<file path="src/rtl/itlb_refill_ctrl_pkg.sv">
// itlb_refill_ctrl_pkg: shared widths, FSM state type and refill capture record for the ITLB refill path.
package itlb_refill_ctrl_pkg;
   localparam int VPN_W       = 27;
   localparam int PTE_W       = 64;
   localparam int ENTRY_N     = 32;
   localparam int TIMEOUT_CYC = 255;
   typedef enum logic [2:0] {IDLE, REQ, WAIT, SEL, WRITE, DROP} refill_state_e;
   typedef struct packed {
      logic [VPN_W-1:0] vpn;
      logic [PTE_W-1:0] pte;
   } refill_req_t;
endpackage

</file>
<file path="src/rtl/itlb_refill_ctrl_if.sv">
// itlb_refill_ctrl_if: lookup, PTW, PLRU and TLB-write signals of the refill controller.
interface itlb_refill_ctrl_if;
   import itlb_refill_ctrl_pkg::*;
   logic               miss_vld_i;
   logic [VPN_W-1:0]   miss_vpn_i;
   logic               miss_rdy_o;
   logic               flush_i;
   logic               ptw_req_vld_o;
   logic               ptw_req_rdy_i;
   logic [VPN_W-1:0]   ptw_req_vpn_o;
   logic               ptw_rsp_vld_i;
   logic [PTE_W-1:0]   ptw_rsp_pte_i;
   logic               ptw_rsp_fault_i;
   logic               plru_init_en_o;
   logic               plru_refill_vld_o;
   logic [ENTRY_N-1:0] plru_onehot_i;
   logic               tlb_wr_en_o;
   logic [ENTRY_N-1:0] tlb_wr_onehot_o;
   logic [VPN_W-1:0]   tlb_wr_vpn_o;
   logic [PTE_W-1:0]   tlb_wr_pte_o;
   logic               done_vld_o;
   logic               done_fault_o;
   logic               busy_o;
   modport master (
      input  miss_vld_i, miss_vpn_i, flush_i, ptw_req_rdy_i, ptw_rsp_vld_i,
             ptw_rsp_pte_i, ptw_rsp_fault_i, plru_onehot_i,
      output miss_rdy_o, ptw_req_vld_o, ptw_req_vpn_o, plru_init_en_o, plru_refill_vld_o,
             tlb_wr_en_o, tlb_wr_onehot_o, tlb_wr_vpn_o, tlb_wr_pte_o,
             done_vld_o, done_fault_o, busy_o
   );
   modport slave (
      output miss_vld_i, miss_vpn_i, flush_i, ptw_req_rdy_i, ptw_rsp_vld_i,
             ptw_rsp_pte_i, ptw_rsp_fault_i, plru_onehot_i,
      input  miss_rdy_o, ptw_req_vld_o, ptw_req_vpn_o, plru_init_en_o, plru_refill_vld_o,
             tlb_wr_en_o, tlb_wr_onehot_o, tlb_wr_vpn_o, tlb_wr_pte_o,
             done_vld_o, done_fault_o, busy_o
   );
endinterface

</file>
<file path="src/rtl/itlb_refill_ctrl.sv">
// itlb_refill_ctrl: sequences one ITLB miss refill through PTW walk, PLRU victim select and TLB write.
// Define ITLB_REFILL_TIMEOUT_EN to add a WAIT-state watchdog that faults a stalled walk.
module itlb_refill_ctrl
   import itlb_refill_ctrl_pkg::*;
(
   input  logic               clk_i,
   input  logic               rstn_i,
   itlb_refill_ctrl_if.master bus
);
   refill_state_e r_state;
   refill_req_t   r_req;
   logic          r_kill;
   logic          r_done;
   logic          r_fault;
   logic          w_wr;
   logic          w_tmo;
`ifdef ITLB_REFILL_TIMEOUT_EN
   logic [7:0]    r_cnt;
   assign w_tmo = r_cnt == 8'(TIMEOUT_CYC);
   always_ff @(posedge clk_i or negedge rstn_i)
      if (!rstn_i) r_cnt <= '0;
      else         r_cnt <= r_state == WAIT ? r_cnt + 8'd1 : '0;
`else
   assign w_tmo = 1'b0;
`endif
   // A flush in the WRITE cycle must squash the write combinationally.
   assign w_wr                  = r_state == WRITE && !bus.flush_i;
   assign bus.miss_rdy_o        = r_state == IDLE;
   assign bus.busy_o            = r_state != IDLE;
   assign bus.ptw_req_vld_o     = r_state == REQ;
   assign bus.ptw_req_vpn_o     = r_req.vpn;
   assign bus.plru_init_en_o    = r_state == SEL;
   assign bus.plru_refill_vld_o = w_wr;
   assign bus.tlb_wr_en_o       = w_wr;
   assign bus.tlb_wr_onehot_o   = bus.plru_onehot_i;
   assign bus.tlb_wr_vpn_o      = r_req.vpn;
   assign bus.tlb_wr_pte_o      = r_req.pte;
   assign bus.done_vld_o        = r_done | w_wr;
   assign bus.done_fault_o      = r_fault;
   always_ff @(posedge clk_i or negedge rstn_i)
      if (!rstn_i) begin
         r_state <= IDLE;
         r_req   <= '0;
         r_kill  <= 1'b0;
         r_done  <= 1'b0;
         r_fault <= 1'b0;
      end else begin
         r_done  <= 1'b0;
         r_fault <= 1'b0;
         case (r_state)
            IDLE:
               if (bus.miss_vld_i && !bus.flush_i) begin
                  r_req.vpn <= bus.miss_vpn_i;
                  r_kill    <= 1'b0;
                  r_state   <= REQ;
               end
            REQ:
               if (bus.ptw_req_rdy_i) r_state <= (r_kill || bus.flush_i) ? DROP : WAIT;
               else if (bus.flush_i)  r_kill  <= 1'b1;
            WAIT:
               // A response arriving with flush is already consumed, so go straight home.
               if (bus.ptw_rsp_vld_i) begin
                  r_state <= (bus.flush_i || bus.ptw_rsp_fault_i) ? IDLE : SEL;
                  r_done  <= !bus.flush_i && bus.ptw_rsp_fault_i;
                  r_fault <= !bus.flush_i && bus.ptw_rsp_fault_i;
                  if (!bus.flush_i && !bus.ptw_rsp_fault_i) r_req.pte <= bus.ptw_rsp_pte_i;
               end else if (bus.flush_i) r_state <= DROP;
               else if (w_tmo) begin
                  r_state <= DROP;
                  r_done  <= 1'b1;
                  r_fault <= 1'b1;
               end
            DROP:    if (bus.ptw_rsp_vld_i) r_state <= IDLE;
            SEL:     r_state <= bus.flush_i ? IDLE : WRITE;
            WRITE:   r_state <= IDLE;
            default: r_state <= IDLE;
         endcase
      end
endmodule

</file>
<file path="src/flat_wrapper.sv">
// flat-port wrapper written by rule: the top's interface ports become plain ports
module itlb_refill_ctrl_flat import itlb_refill_ctrl_pkg::*;
  (clk_i, rstn_i, bus_miss_vld_i, bus_miss_vpn_i, bus_flush_i, bus_ptw_req_rdy_i, bus_ptw_rsp_vld_i, bus_ptw_rsp_pte_i, bus_ptw_rsp_fault_i, bus_plru_onehot_i, bus_miss_rdy_o, bus_ptw_req_vld_o, bus_ptw_req_vpn_o, bus_plru_init_en_o, bus_plru_refill_vld_o, bus_tlb_wr_en_o, bus_tlb_wr_onehot_o, bus_tlb_wr_vpn_o, bus_tlb_wr_pte_o, bus_done_vld_o, bus_done_fault_o, bus_busy_o);
  itlb_refill_ctrl_if bus_i ();
  input  logic clk_i;
  input  logic rstn_i;
  input wire logic [$bits(bus_i.miss_vld_i)-1:0] bus_miss_vld_i;
  input wire logic [$bits(bus_i.miss_vpn_i)-1:0] bus_miss_vpn_i;
  input wire logic [$bits(bus_i.flush_i)-1:0] bus_flush_i;
  input wire logic [$bits(bus_i.ptw_req_rdy_i)-1:0] bus_ptw_req_rdy_i;
  input wire logic [$bits(bus_i.ptw_rsp_vld_i)-1:0] bus_ptw_rsp_vld_i;
  input wire logic [$bits(bus_i.ptw_rsp_pte_i)-1:0] bus_ptw_rsp_pte_i;
  input wire logic [$bits(bus_i.ptw_rsp_fault_i)-1:0] bus_ptw_rsp_fault_i;
  input wire logic [$bits(bus_i.plru_onehot_i)-1:0] bus_plru_onehot_i;
  output wire logic [$bits(bus_i.miss_rdy_o)-1:0] bus_miss_rdy_o;
  output wire logic [$bits(bus_i.ptw_req_vld_o)-1:0] bus_ptw_req_vld_o;
  output wire logic [$bits(bus_i.ptw_req_vpn_o)-1:0] bus_ptw_req_vpn_o;
  output wire logic [$bits(bus_i.plru_init_en_o)-1:0] bus_plru_init_en_o;
  output wire logic [$bits(bus_i.plru_refill_vld_o)-1:0] bus_plru_refill_vld_o;
  output wire logic [$bits(bus_i.tlb_wr_en_o)-1:0] bus_tlb_wr_en_o;
  output wire logic [$bits(bus_i.tlb_wr_onehot_o)-1:0] bus_tlb_wr_onehot_o;
  output wire logic [$bits(bus_i.tlb_wr_vpn_o)-1:0] bus_tlb_wr_vpn_o;
  output wire logic [$bits(bus_i.tlb_wr_pte_o)-1:0] bus_tlb_wr_pte_o;
  output wire logic [$bits(bus_i.done_vld_o)-1:0] bus_done_vld_o;
  output wire logic [$bits(bus_i.done_fault_o)-1:0] bus_done_fault_o;
  output wire logic [$bits(bus_i.busy_o)-1:0] bus_busy_o;
  assign bus_i.miss_vld_i = bus_miss_vld_i;
  assign bus_i.miss_vpn_i = bus_miss_vpn_i;
  assign bus_i.flush_i = bus_flush_i;
  assign bus_i.ptw_req_rdy_i = bus_ptw_req_rdy_i;
  assign bus_i.ptw_rsp_vld_i = bus_ptw_rsp_vld_i;
  assign bus_i.ptw_rsp_pte_i = bus_ptw_rsp_pte_i;
  assign bus_i.ptw_rsp_fault_i = bus_ptw_rsp_fault_i;
  assign bus_i.plru_onehot_i = bus_plru_onehot_i;
  assign bus_miss_rdy_o = bus_i.miss_rdy_o;
  assign bus_ptw_req_vld_o = bus_i.ptw_req_vld_o;
  assign bus_ptw_req_vpn_o = bus_i.ptw_req_vpn_o;
  assign bus_plru_init_en_o = bus_i.plru_init_en_o;
  assign bus_plru_refill_vld_o = bus_i.plru_refill_vld_o;
  assign bus_tlb_wr_en_o = bus_i.tlb_wr_en_o;
  assign bus_tlb_wr_onehot_o = bus_i.tlb_wr_onehot_o;
  assign bus_tlb_wr_vpn_o = bus_i.tlb_wr_vpn_o;
  assign bus_tlb_wr_pte_o = bus_i.tlb_wr_pte_o;
  assign bus_done_vld_o = bus_i.done_vld_o;
  assign bus_done_fault_o = bus_i.done_fault_o;
  assign bus_busy_o = bus_i.busy_o;
  itlb_refill_ctrl u_core (.clk_i(clk_i), .rstn_i(rstn_i), .bus(bus_i));
endmodule
</file>
<file path="config.mk">
export PLATFORM = sky130hd
export DESIGN_NAME = itlb_refill_ctrl_flat
export DESIGN_NICKNAME = d
export VERILOG_FILES = /design/src/rtl/itlb_refill_ctrl_pkg.sv /design/src/rtl/itlb_refill_ctrl_if.sv /design/src/rtl/itlb_refill_ctrl.sv /design/src/flat_wrapper.sv
export SDC_FILE = /design/constraint.sdc
export NUM_CORES = 1
export LEC_CHECK = 0
export ABC_AREA = 1
export ABC_CLOCK_PERIOD_IN_PS = 1500
export CORE_AREA = 2 2 113 115
export DETAILED_ROUTE_END_ITERATION = 8
export DIE_AREA = 0 0 115 117
export PLACE_DENSITY = 0.88
export SKIP_LAST_GASP = 1
export SLEW_MARGIN = 20
export SYNTH_ARGS = -nofsm -noshare
export SYNTH_HDL_FRONTEND = slang
export SYNTH_SLANG_ARGS = --single-unit
</file>
<file path="constraint.sdc">
create_clock -name clk_i -period 1.5 [get_ports clk_i]
set_input_delay 0.45 -clock clk_i [delete_from_list [all_inputs] [get_ports clk_i]]
set_output_delay 0.45 -clock clk_i [all_outputs]
set_load 0.05 [all_outputs]
</file>
==> impl_summary.txt <==
----------------------------------------------------
[Floorplan]
  Area enclosed by the die boundary ... 0.01346 mm^2
  Placement row count ... 41
  Area of the core ... 0.01231 mm^2
  Boundary pin count ... 288
  Die Span X ... 115 um
  Starting density of the core ... 0.3491
  Die H ... 117 um

[Global route]
  Pin count of the biggest net entering global routing ... 28
  Vias in the first global route ... 4445
  Met3 usage in global routing ... 0.07570
  GRT met1 Usage ... 0.2612
  Most crowded layer after global routing ... met2
  First-pass GRT wire length ... 24380 um
  Antenna violations before repair ... 0
  Met2 Use GR ... 0.4388
  Overflow left after global routing ... 0
  Aggregate global-route resource usage ... 0.2439

[STA]
  Number of slew-limit violations in the final report ... 0
  Worst Max-Slew Pin Slew ... 363.2 ps
  Worst Setup Slack, final ... -374.8 ps
  TNS Setup ... -10950 ps
  Headroom to the max-slew limit ... 0.7579
  Final min period ... 1875 ps
  Setup Skew ... 13.94 ps
  Share of the clock period used by the worst path after layout ... 1.250
  Number of setup violations in the final report ... 93
  Setup repair after global routing missed its margin ... yes
  FMAX ... 533.4 MHz
  Final number of hold-violating endpoints ... 0

[Drt]
  DR vias/cell ... 4.826
  Total number of vias ... 4232
  Total Wirelength ... 17400 um
  Residual DRC ... 0
  Router iterations before antenna repair ... 4
  Antenna viol nets, final ... 0
  Drt first-iter violations ... 206
  Per-cell routed wire length ... 19.84 um

[Logic synthesis]
  Fraction of synthesis flops using an asynchronous set or reset pin ... 1.000
  Most common flop cell mapped by yosys ... sky130_fd_sc_hd__dfrtp_1
  Cell type with the highest aggregate area in the netlist ... sky130_fd_sc_hd__dfrtp_1
  Number of nets produced by synthesis ... 633
  Cell area after synthesis ... 0.004298 mm^2
  Number of flops mapped to enable cells by yosys ... 0
  Sequential element share of the synthesized area ... 0.5590
  Leading cell types by count after synthesis ... 282 x sky130_fd_sc_hd__nand2_1, 96 x sky130_fd_sc_hd__dfrtp_1, 61 x sky130_fd_sc_hd__buf_4
  Library cell with the highest instance count after synthesis ... sky130_fd_sc_hd__nand2_1
  Count of warnings emitted by yosys ... 0
  Proportion of netlist area held by the largest area contributor ... 0.5590
  Synth Instances ... 503
  Per-instance average area after synthesis ... 8.544 um^2
  Largest cells by area after synthesis ... sky130_fd_sc_hd__dfrtp_1 56%, sky130_fd_sc_hd__nand2_1 25%, sky130_fd_sc_hd__buf_4 11%
  Synthesized flop and latch total ... 96
  Count of cell types in the netlist ... 21

[Worst setup path]
  Buf/Inv on CP ... 4
  Crit path kind ... reg -> out
  Critical path data required time ... 1050 ps
  CP max stage delay ... 400 ps
  Cell chain of the critical path ... inv_2 > buf_4 > nand2_2 > nor2_4 > inv_6 > buf_6
  Slowest library cell on the worst path ... sky130_fd_sc_hd__dfrtp_1
  Data arrival, critical path ... 1420 ps
  CP startpoint kind ... flip-flop
  Top fanout value on the critical path ... 3
  Category of the worst setup path capture point ... output pin
  Delay-heaviest family, CP ... buffers and inverters

[Placed design]
  Setup slack at placement ... -488.8 ps
  Half-perimeter wire length after placement ... 10180 um
  Number of I/O port buffers ... 223
  Number of cells in the design after placement ... 820
  Final estimated routing congestion in global placement ... 0.8143

[Pwr]
  Total internal power ... 10060 uW
  Net Sw Frac ... 0.4515
  Max VDD drop ... 0.8762 mV
  Reg power frac ... 0.257
  Combinational cell fraction of total power ... 0.624
  Power Dens Cells ... 1993 mW/mm^2
  Total power consumption of the routed design ... 18350 uW
  Part of the total power dissipated in the clock network ... 0.120
  Psw ... 8285 uW
  Static leakage power ... 0.004511 uW

[Clock tree]
  Inserted Clock Buffers ... 9
  Sinks on Clock Net ... 96
  Number of H-tree branching levels ... 3
  CTS Buffer Depth ... 2
  Clock-pin slew of the registers on the worst-case setup and hold paths ... 70 ps
  Root buf cell ... sky130_fd_sc_hd__clkbuf_16
  TritonCTS clock tree ... yes
  Skew-Pair Late Insertion Delay ... 350 ps

[Final layout]
  Post-Layout Cell Count ... 877
  Ant diodes ... 0
  Fillcell total ... 715
  Final net count ... 853
  Share of post-route cells with drive strength above 1 ... 0.4718
  Layout overhead on the synthesized area ... 114.2%

[Status]
  Outcome ... finished, violations left
  Failing checks ... setup timing

[Hold path]
  Path category of the worst min-delay check ... in -> async

[Job]
  Count of max-cap constraint violations ... 0

----------------------------------------------------
## cells in the final DEF, fill, tap and decap left out
| master | netlist | final |
|---|---|---|
| sky130_fd_sc_hd__clkinvlp_4 | 0 | 1 |
| sky130_fd_sc_hd__clkinv_2 | 1 | 2 |
| sky130_fd_sc_hd__o21bai_1 | 1 | 1 |
| sky130_fd_sc_hd__nand2_2 | 1 | 79 |
| sky130_fd_sc_hd__inv_6 | 0 | 1 |
| sky130_fd_sc_hd__inv_1 | 5 | 4 |
| sky130_fd_sc_hd__dfrtp_1 | 96 | 93 |
| sky130_fd_sc_hd__clkdlybuf4s50_1 | 0 | 95 |
| sky130_fd_sc_hd__buf_12 | 0 | 144 |
| sky130_fd_sc_hd__buf_8 | 0 | 2 |
| sky130_fd_sc_hd__nor4_4 | 0 | 1 |
| sky130_fd_sc_hd__inv_8 | 0 | 3 |
| sky130_fd_sc_hd__buf_4 | 61 | 19 |
| sky130_fd_sc_hd__nand3_4 | 0 | 1 |
| sky130_fd_sc_hd__clkinv_8 | 0 | 1 |
| sky130_fd_sc_hd__inv_2 | 5 | 3 |
| sky130_fd_sc_hd__clkbuf_8 | 0 | 2 |
| sky130_fd_sc_hd__nor2_1 | 14 | 11 |
| sky130_fd_sc_hd__o21ai_2 | 0 | 1 |
| sky130_fd_sc_hd__a21oi_1 | 1 | 1 |
| sky130_fd_sc_hd__buf_6 | 10 | 15 |
| sky130_fd_sc_hd__nor2_2 | 1 | 1 |
| sky130_fd_sc_hd__dlygate4sd2_1 | 0 | 1 |
| sky130_fd_sc_hd__clkbuf_1 | 0 | 1 |
| sky130_fd_sc_hd__o22ai_1 | 1 | 1 |
| sky130_fd_sc_hd__nand3_1 | 9 | 9 |
| sky130_fd_sc_hd__nor3_4 | 0 | 1 |
| sky130_fd_sc_hd__clkbuf_16 | 0 | 13 |
| sky130_fd_sc_hd__buf_16 | 0 | 7 |
| sky130_fd_sc_hd__nand2_1 | 282 | 167 |
| sky130_fd_sc_hd__or2_4 | 0 | 1 |
| sky130_fd_sc_hd__nand2_4 | 0 | 37 |
| sky130_fd_sc_hd__nor2_4 | 2 | 5 |
| sky130_fd_sc_hd__dfrtp_2 | 0 | 3 |
## state kept, by name, indices dropped and copies added (netlist names)
signal,count
u_core.bus.ptw_req_vpn_o,27
u_core.r_kill,1
u_core.bus.tlb_wr_pte_o,64
u_core.r_done,1
u_core.r_state,3
## cell type report
class / instances / area [um^2] / share of cell area
Timing Repair Buffer: 287 / 4477 / 0.4862
Sequential cell: 96 / 2406 / 0.2613
Multi-Input combinational cell: 317 / 1778 / 0.1931
Clock buffer: 12 / 256.5 / 0.02786
Tap cell: 150 / 187.7 / 0.02038
Inverter: 11 / 73.82 / 0.008017
Clock inverter: 3 / 17.52 / 0.001902
Timing Repair inverter: 1 / 11.26 / 0.001223
## worst paths after layout
check / slack [ps] / start / depth (start not counted) / to
worst min-delay path: 10 / rstn_i / 1 / u_core.bus.tlb_wr_pte_o[32]
min in group clk_i: 540 / u_core.bus.tlb_wr_pte_o[50] / 2 / u_core.bus.tlb_wr_pte_o[50]
worst min register to register: 540 / u_core.bus.tlb_wr_pte_o[50] / 2 / u_core.bus.tlb_wr_pte_o[50]
worst max register to register: -200 / u_core.r_state[0] / 11 / u_core.bus.tlb_wr_pte_o[56]
max in group asynchronous: 960 / rstn_i / 2 / u_core.bus.ptw_req_vpn_o[9]
worst max-delay path: -370 / u_core.r_state[2] / 6 / bus_busy_o
## through the flow
| step | hold WS, ps | area (um^2) | utilization |
|---|---|---|---|
| 2_1_floorplan | 154.4 | 4339 | - |
| 3_3_place_gp | 380.1 | 7650 | 0.6213 |
| 3_5_place_dp | 388.5 | 7650 | 0.6213 |
| 4_1_cts | 20.77 | 8906 | 0.7234 |
| 5_1_grt | 14.16 | 9208 | 0.7479 |
| 6_report | 10.77 | 9208 | 0.7479 |
## worst register-to-register path, cell delays in order, from the launching register on
cell	delay [ps]
sky130_fd_sc_hd__dfrtp_2	450
sky130_fd_sc_hd__buf_6	150
sky130_fd_sc_hd__inv_8	50
sky130_fd_sc_hd__buf_6	90
sky130_fd_sc_hd__nand3_4	70
sky130_fd_sc_hd__nor2_4	170
sky130_fd_sc_hd__buf_6	120
sky130_fd_sc_hd__buf_6	100
sky130_fd_sc_hd__inv_8	60
sky130_fd_sc_hd__buf_12	140
sky130_fd_sc_hd__nand2_2	70
sky130_fd_sc_hd__nand2_1	100
## repair_timing
action / CTS / global route
pin swaps: 44 / 34
hold buffers: 0 / 0
gates resized for setup: 100 / 126
buffers inserted: 23 / 13
hold endpoints to repair: 0 / 0
cloned: 18 / 5
endpoints found under the setup margin: 99 / 87
## kinds of logic (layout without fill, tap and decap cells)
family / after synthesis / after routing / synth area share
AO/OA/AOI/OAI: 4 / 4 / 0.005531
buffers and inverters: 90 / 314 / 0.1520
flip-flops: 96 / 96 / 0.5590
AND/OR/NAND/NOR: 313 / 313 / 0.2836
## power by group through the flow
stage / Combinational [uW] / Sequential, uW / Clock, uW
3_5_place_dp: 10900 / 4640 / 0
6_report: 11400 / 4710 / 2200
3_3_place_gp: 10700 / 4600 / 0
5_1_grt: 11800 / 4800 / 2330
4_1_cts: 11200 / 4620 / 2200
2_1_floorplan: 3400 / 6540 / 0
## per-layer routing
layer | part of all wire | wire length [um]
met3 | 0.076 | 1324
met5 | 0 | 0
met4 | 0.036 | 626
met1 | 0.35 | 6049
met2 | 0.54 | 9400
No activity file was read; power rests on OpenSTA's default activity.
